===== config.mk =====
export PLATFORM = sky130hd
export DESIGN_NAME = seg7_scan_driver_flat
export DESIGN_NICKNAME = d
export VERILOG_FILES = /design/src/rtl/seg7_scan_driver_if.sv /design/src/rtl/seg7_scan_driver.sv /design/src/flat_wrapper.sv
export SDC_FILE = /design/constraint.sdc
export NUM_CORES = 1
export LEC_CHECK = 0
export ABC_AREA = 1
export BUFFER_PORTS_ARGS = -buffer_cell sky130_fd_sc_hd__buf_2
export CORE_MARGIN = 1.5
export CORE_UTILIZATION = 50
export DETAILED_ROUTE_END_ITERATION = 7
export HOLD_SLACK_MARGIN = 0.06
export PLACE_DENSITY = 0.69
export REMOVE_ABC_BUFFERS = 1
export SLEW_MARGIN = 20
export SYNTH_ARGS = -nofsm -noshare
export SYNTH_HDL_FRONTEND = slang
export SYNTH_SLANG_ARGS = --single-unit

===== constraint.sdc =====
create_clock -name clk -period 2.84 [get_ports clk]
set_clock_uncertainty 0.1 [all_clocks]
set_input_delay 0.568 -clock clk [delete_from_list [all_inputs] [get_ports clk]]
set_output_delay 0.568 -clock clk [all_outputs]
set_load 0.005 [all_outputs]

===== src/rtl/seg7_scan_driver_if.sv =====
// seg7_scan_driver_if: digit data/strobe inputs and registered scan outputs of the 7-segment driver.
interface seg7_scan_driver_if #(
    parameter int NUM_DIGITS = 4
);
    logic [4*NUM_DIGITS-1:0] value;
    logic [NUM_DIGITS-1:0]   dp_in;
    logic                    load;
    logic                    blank;
    logic [NUM_DIGITS-1:0]   anodes;
    logic [6:0]              segments;
    logic                    dp;
    logic                    frame_done;
    modport master (output value, dp_in, load, blank, input anodes, segments, dp, frame_done);
    modport slave (input value, dp_in, load, blank, output anodes, segments, dp, frame_done);
endinterface


===== src/rtl/seg7_scan_driver.sv =====
// seg7_scan_driver: multiplexed 7-segment scan driver; new values take effect only at frame boundaries.
// Define SEG7_LEADING_ZERO_BLANK_EN to darken leading zero digits.
module seg7_scan_driver #(
    parameter int NUM_DIGITS  = 4,
    parameter int REFRESH_DIV = 100000
) (
    input logic               clk,
    input logic               reset,
    seg7_scan_driver_if.slave bus
);
    localparam int IW = NUM_DIGITS > 1 ? $clog2(NUM_DIGITS) : 1;
    localparam int W  = 5 * NUM_DIGITS;
    localparam logic [23:0]   PRESC_MAX = 24'(REFRESH_DIV - 1);
    localparam logic [IW-1:0] IDX_MAX   = IW'(NUM_DIGITS - 1);
    localparam logic [6:0] SEG [16] = '{
        7'b1000000, 7'b1111001, 7'b0100100, 7'b0110000,
        7'b0011001, 7'b0010010, 7'b0000010, 7'b1111000,
        7'b0000000, 7'b0010000, 7'b0001000, 7'b0000011,
        7'b1000110, 7'b0100001, 7'b0000110, 7'b0001110
    };
    logic [23:0]             presc_q, presc_d;
    logic [IW-1:0]           idx_q, idx_d;
    logic [W-1:0]            pend_q, pend_d, disp_q, disp_d;
    logic [NUM_DIGITS-1:0]   anodes_q, anodes_d, one_hot, supp, disp_dp;
    logic [4*NUM_DIGITS-1:0] disp_val;
    logic [6:0]              segments_q, segments_d;
    logic                    dp_q, dp_d, frame_done_q, frame_done_d;
    logic                    wrap, boundary;
    logic [3:0]              nib;
    // pending/display hold {dp bits, nibbles}
    assign {disp_dp, disp_val} = disp_q;
`ifdef SEG7_LEADING_ZERO_BLANK_EN
    logic zero_above;
    always_comb begin
        zero_above = 1'b1;
        supp = '0;
        for (int i = NUM_DIGITS - 1; i > 0; i--) begin
            zero_above = zero_above && disp_val[4*i +: 4] == 4'd0 && !disp_dp[i];
            supp[i] = zero_above;
        end
    end
`else
    assign supp = '0;
`endif
    always_comb begin
        wrap = presc_q == PRESC_MAX;
        boundary = wrap && idx_q == IDX_MAX;
        presc_d = wrap ? '0 : presc_q + 24'd1;
        idx_d = !wrap ? idx_q : (idx_q == IDX_MAX ? '0 : idx_q + 1'b1);
        pend_d = bus.load ? {bus.dp_in, bus.value} : pend_q;
        disp_d = boundary ? pend_q : disp_q;
        nib = disp_val[{idx_q, 2'b00} +: 4];
        one_hot = '0;
        one_hot[idx_q] = 1'b1;
        anodes_d = (bus.blank || supp[idx_q]) ? '1 : ~one_hot;
        segments_d = SEG[nib];
        dp_d = bus.blank || supp[idx_q] || !disp_dp[idx_q];
        frame_done_d = boundary;
    end
    always_ff @(posedge clk or posedge reset) begin
        if (reset) begin
            presc_q      <= '0;
            idx_q        <= '0;
            pend_q       <= '0;
            disp_q       <= '0;
            anodes_q     <= '1;
            segments_q   <= '1;
            dp_q         <= 1'b1;
            frame_done_q <= 1'b0;
        end else begin
            presc_q      <= presc_d;
            idx_q        <= idx_d;
            pend_q       <= pend_d;
            disp_q       <= disp_d;
            anodes_q     <= anodes_d;
            segments_q   <= segments_d;
            dp_q         <= dp_d;
            frame_done_q <= frame_done_d;
        end
    end
    assign bus.anodes     = anodes_q;
    assign bus.segments   = segments_q;
    assign bus.dp         = dp_q;
    assign bus.frame_done = frame_done_q;
endmodule


===== src/flat_wrapper.sv =====
// flat-port wrapper written by rule: the top's interface ports become plain ports
module seg7_scan_driver_flat 
#(
    parameter int NUM_DIGITS  = 4,
    parameter int REFRESH_DIV = 100000
)
  (clk, reset, bus_value, bus_dp_in, bus_load, bus_blank, bus_anodes, bus_segments, bus_dp, bus_frame_done);
  seg7_scan_driver_if #(.NUM_DIGITS(NUM_DIGITS)) bus_i ();
  input logic clk;
  input logic reset;
  input wire logic [$bits(bus_i.value)-1:0] bus_value;
  input wire logic [$bits(bus_i.dp_in)-1:0] bus_dp_in;
  input wire logic [$bits(bus_i.load)-1:0] bus_load;
  input wire logic [$bits(bus_i.blank)-1:0] bus_blank;
  output wire logic [$bits(bus_i.anodes)-1:0] bus_anodes;
  output wire logic [$bits(bus_i.segments)-1:0] bus_segments;
  output wire logic [$bits(bus_i.dp)-1:0] bus_dp;
  output wire logic [$bits(bus_i.frame_done)-1:0] bus_frame_done;
  assign bus_i.value = bus_value;
  assign bus_i.dp_in = bus_dp_in;
  assign bus_i.load = bus_load;
  assign bus_i.blank = bus_blank;
  assign bus_anodes = bus_i.anodes;
  assign bus_segments = bus_i.segments;
  assign bus_dp = bus_i.dp;
  assign bus_frame_done = bus_i.frame_done;
  seg7_scan_driver #(.NUM_DIGITS(NUM_DIGITS), .REFRESH_DIV(REFRESH_DIV)) u_core (.clk(clk), .reset(reset), .bus(bus_i));
endmodule

==> flow_summary.toml, run 1 <==
[worst_setup_path]
end_kind = "flip-flop"
worstPathRequired_ps = 2980
arrival_ps = 2160
cp_max_fo = 20
critPathLaunchType = "flip-flop"
critical_path_class = "flip-flop to flip-flop"

[die]
die_width_um = 91.45
initial_core_util_pct = 51.15
die_y_um = 91.45
core-area_um2 = 7647
rows = 32
ios = 37
dieArea_um2 = 8362

[place]
dpl.hpwl_um = 5574
place_area_um2 = 4207
pre_cts_slack_ps = 838.3
placed_cells = 593
place_congestion = 0.8421
portBuffers = 36

[cts]
ctsHtreeMaxLevel = 3
cts_hold_buf = 0
cts_buffers = 9
cts_buffer_depth = 2
clock-sinks = 79
clkLatencyLatePin_ps = 350
cts_setup_buffers = 0
cts-resized-gates = 0
cts_root_buffer = "clkbuf_8"
clkTransAtPathRegs_ps = 90
cts_tree = "done"

[layout]
drive_gt1_share_pct = 22.09
fillers = 697
instances_no_fill = 609
final_nets = 537
diodes = 0
syn_to_final_growth_pct = 13.08
design_area_um2 = 4423

[timing]
slew_headroom_pct = 56.30
drv_slew = 0
finalSetupViolations = 0
timing.final.crit_share_pct = 71.13
tightestPinTransition_ps = 654.5
rsz0062_at_grt = "false"
fin_crit_ps = 2020
finalSetupTns_ps = 0
fin_ws_ps = 819.9
max_freq_mhz = 495.0
holdWs_ps = 200.8
hold_violations = 0

[run_status]
status = "complete, no violations"

[power_and_ir_drop]
power.leakage_nw = 2.252
p_per_area_nw_per_um2 = 481.3
ir_drop_uv = 314.2

[detailed_routing]
drc_errors = 0
vias = 3042
vias_per_cell = 4.995
drtIter0Drc = 152
wl_per_cell_um = 12.46
drt_wl_total_um = 7591
ant_nets = 0
drtPass1Iterations = 4

[grt]
grt_max_degree = 31
grt_remaining_overflow = 0
grt_usage_pct = 19.88
grt_pass1_vias = 2775
grt_pass1_wl_um = 13140
grt_antenna_before_repair = 0

[job]
cap_violations = 0

[logic_synthesis]
synthSimpleGateAreaFrac_pct = 28.41
yosysMostFrequentCell = "nand2_1"
synth_top_cells_by_count = "148 x nand2_1, 67 x dfrtp_1, 43 x inv_1, 43 x nor2_1, 34 x nand3_1"
synth_top_family_by_area = "simple AND/OR/NAND/NOR gates"
syn_inst = 459
synth_fa_ha_area_share_pct = 3.519
syn_area_um2 = 3911
synthTopCellsByArea = "dfrtp_1 43%, nand2_1 14%, dfstp_2 8.1%"
ys_ff_latch = 79
ys.flop_type = "dfrtp_1"
syn_avg_cell_area_um2 = 8.521
synthXorXnorAreaFrac_pct = 2.015
synth_edf_count = 0
ys_warn_count = 0
async_flop_share_pct = 100.0
synthMuxAreaShare_pct = 5.758
synth_largest_area_cell = "dfrtp_1"
ys_seq_area_share_pct = 50.93
ys_types = 27
synth_compound_area_share_pct = 2.527
synth_top_area_share_pct = 42.87

[worst_hold_path]
hp-class = "primary input to async pin"
==> kinds of logic after synthesis <==
kind of cell / after synthesis
flip-flops: 79
adder cells (fa/ha/maj): 11
AND/OR/NAND/NOR: 258
AO/OA/AOI/OAI: 18
XOR/XNOR: 9
buffers and inverters: 64
multiplexers: 20
==> worst max-delay path: stages, from the launching register on <==
cell     delay (ps)
dfrtp_1         410
ha_1            210
nand2_2          90
nor2_4          140
nand3_2         110
nor2_4          230
nand3_2         370
nand2_1         180
nand2_1          60
==> final cells by class <==
type                    count  area [um^2]  share of cell area [%]
repair buffers             44        240.2                   5.431
well taps                 102        127.6                   2.885
clock buffers              11        151.4                   3.423
clock inverters             5        65.06                   1.471
multi-input cells         316         1652                   37.34
inverters                  52        195.2                   4.413
flip-flops and latches     79         1992                   45.04
==> routing by layer <==
metal | up-vias | routed length (um) | global-route usage [%]
li1 | 1545 | - | -
met1 | 1420 | 3833 | 28.31
met2 | 68 | 3355 | 29.73
met3 | 9 | 298 | 4.439
met4 | 0 | 104 | 7.161
met5 | - | 0 | 0
==> cells in the final DEF (no fill, tap or decap), drive strengths merged <==
| cell type | instances |
|---|---|
| ha | 11 |
| nand3 | 36 |
| nand4 | 22 |
| o21ai | 13 |
| clkbuf | 11 |
| dfrtp | 67 |
| dfstp | 12 |
| o22ai | 1 |
| nor2b | 1 |
| buf | 44 |
| xor2 | 8 |
| mux2 | 20 |
| xnor2 | 1 |
| o21bai | 3 |
| bufinv | 1 |
| inv | 53 |
| nand2 | 151 |
| clkinv | 3 |
| a21oi | 1 |
| or2 | 1 |
| nor2 | 47 |
==> worst paths after layout <==
kind	from	endpoint	slack, ps	depth (start not counted)
max reg2reg	u_core.presc_q[0]$_DFF_PP0_	u_core.disp_q[6]$_DFFE_PP0P_	820	8
max	u_core.presc_q[0]$_DFF_PP0_	u_core.disp_q[6]$_DFFE_PP0P_	820	8
min in group clk	bus_value[7]	u_core.pend_q[7]$_DFFE_PP0P_	340	2
min	reset	u_core.disp_q[0]$_DFFE_PP0P_	200	2
max in group asynchronous	reset	u_core.bus.segments[2]$_DFF_PP1_	1710	3
min reg2reg	u_core.disp_q[1]$_DFFE_PP0P_	u_core.disp_q[1]$_DFFE_PP0P_	380	2
==> through the flow <==
stage               util, %  total power [W]
floorplan                 -         0.001234
global placement      55.01         0.001271
detailed placement    55.01         0.001275
CTS                   57.84         0.002157
global route          57.84         0.002215
finish                57.84         0.002129
==> sequential cells by signal, summed over array words and instances, names as in the netlist <==
name	flops
u_core.pend_q	20
u_core.disp_q	20
u_core.bus.dp	1
u_core.bus.frame_done	1
u_core.idx_q	2
u_core.bus.segments	7
u_core.presc_q	24
u_core.bus.anodes	4
==> where the power goes <==
group | internal, W | leakage (nW) | switching (W)
Sequential | 0.00115 | 1.00 | 0.0000162
Clock | 0.000462 | 0.110 | 0.000417
Combinational | 0.0000404 | 1.14 | 0.0000391
Total | 0.00166 | 2.25 | 0.000472
Note: power is estimated with default switching activity, not from simulation.
==> run 2: changes to the inputs <==
- clock period: 2.84 -> 2.1 ns (I/O delays scaled with it)
==> flow_summary.toml, run 2 (synthesis results as in run 1) <==
[layout]
reg.largest.list = "u_core.presc_q x24, u_core.disp_q x20, u_core.pend_q x20"
final_util_pct = 57.80
final_common_cell = "nand2_1"
fillers = 675
diodes = 0
largest_reg_flops = 24
seqCellArea_um2 = 1992
final_cell_mix = "148 x nand2_1, 67 x dfrtp_1, 43 x nor2_1"
final_nets = 537
multi_input_area_um2 = 1652
syn_to_final_growth_pct = 13.02
drive_gt1_share_pct = 21.89
largest_register = "u_core.presc_q"

[job]
cap_violations = 0

[power_and_ir_drop]
ir_drop_uv = 345.6
p_per_area_nw_per_um2 = 629.3
power.leakage_nw = 2.244

[die]
ios = 37
die_y_um = 91.45
core-area_um2 = 7647
die_width_um = 91.45
initial_core_util_pct = 51.15
dieArea_um2 = 8362
rows = 32

[cts]
cts_tree = "done"
cts-resized-gates = 0
clkLatencyLatePin_ps = 370
ctsHtreeMaxLevel = 3
clock-sinks = 79
clkTransAtPathRegs_ps = 90
cts_setup_buffers = 0
cts_buffer_depth = 2
cts_buffers = 9
cts_root_buffer = "clkbuf_8"

[place]
pre_cts_slack_ps = 228.7
portBuffers = 36
dpl.hpwl_um = 5415
place_congestion = 0.9400

[grt]
grt_antenna_before_repair = 0
grt_pass1_wl_um = 13390
grt_remaining_overflow = 0
grt_pass1_vias = 2986
grt_max_degree = 32
grt_usage_pct = 20.19

[timing]
holdWs_ps = 176.6
drv_slew = 0
slew_headroom_pct = 65.92
rsz0062_at_grt = "false"
finalSetupViolations = 0
fin_ws_ps = 193.9
fin_crit_ps = 1906
hold_violations = 0
finalSetupTns_ps = 0
tightestPinTransition_ps = 510.5
timing.final.crit_share_pct = 90.77
max_freq_mhz = 524.6

[worst_setup_path]
worstPathRequired_ps = 2260
critical_path_class = "flip-flop to flip-flop"
critPathLaunchType = "flip-flop"
arrival_ps = 2070
end_kind = "flip-flop"
cp_max_fo = 20
rrSetupSlack_ps = 190

[detailed_routing]
vias = 3022
drtIter0Drc = 162
drc_errors = 0
drt_wl_total_um = 7549
wl_per_cell_um = 12.40
vias_per_cell = 4.962
drtPass1Iterations = 5
ant_nets = 0

[worst_hold_path]
hp-class = "primary input to flip-flop"

[run_status]
status = "complete, no violations"
-- run 2: what timing repair did --
action	in CTS	in global routing
hold buffers	1	0
setup endpoints to repair	0	0
hold endpoints to repair	18	0
-- run 2: power by group --
group          switching, W  internal (W)  total, W
registers         0.0000218       0.00156   0.00158
clock network      0.000631      0.000456   0.00109
logic             0.0000527     0.0000585  0.000111
total              0.000706       0.00208   0.00278
-- run 2: metrics by stage --
stage / instance area (um^2) / power [W] / cells
after global placement: 4224 / 0.001721 / 592
after detailed placement: 4224 / 0.001727 / 592
final: 4420 / 0.002782 / 609
after CTS: 4420 / 0.002809 / 609
after floorplan: 3839 / 0.001668 / 447
after global routing: 4420 / 0.002897 / 609
-- run 2: critical path, stage by stage (launching register included) --
cell	delay [ps]
dfrtp_1	440
ha_1	210
nand2_2	90
nor2_4	140
nand3_2	100
nor2_4	150
nand3_2	340
nand2_1	180
nand2_1	70
-- run 2: routing by layer --
metal | share of wire (%) | vias up | GRT usage (%)
li1 | - | 1539 | -
met1 | 48 | 1397 | 27.45
met2 | 45 | 73 | 30.97
met3 | 5.6 | 13 | 3.769
met4 | 2.0 | 0 | 9.896
met5 | 0 | - | 0
-- run 2: path summary, 6_finish.rpt --
| path | start | to | cells past startpoint |
|---|---|---|---|
| worst max-delay path | u_core.presc_q[0]$_DFF_PP0_ | u_core.disp_q[5]$_DFFE_PP0P_ | 8 |
| worst min-delay path | bus_value[8] | u_core.pend_q[8]$_DFFE_PP0P_ | 2 |
| worst max register to register | u_core.presc_q[0]$_DFF_PP0_ | u_core.disp_q[5]$_DFFE_PP0P_ | 8 |
| worst min register to register | u_core.disp_q[4]$_DFFE_PP0P_ | u_core.disp_q[4]$_DFFE_PP0P_ | 2 |
| max in group asynchronous | reset | u_core.bus.dp$_DFF_PP1_ | 4 |
| min in group asynchronous | reset | u_core.presc_q[8]$_DFF_PP0_ | 3 |
-- run 2: final cells by class --
class | instances | area share [%]
timing repair buffer | 44 | 6.057
clock inverter | 7 | 1.415
multi-input combinational | 316 | 37.36
sequential | 79 | 45.06
clock buffer | 9 | 2.802
inverter | 52 | 4.416
tap | 102 | 2.887
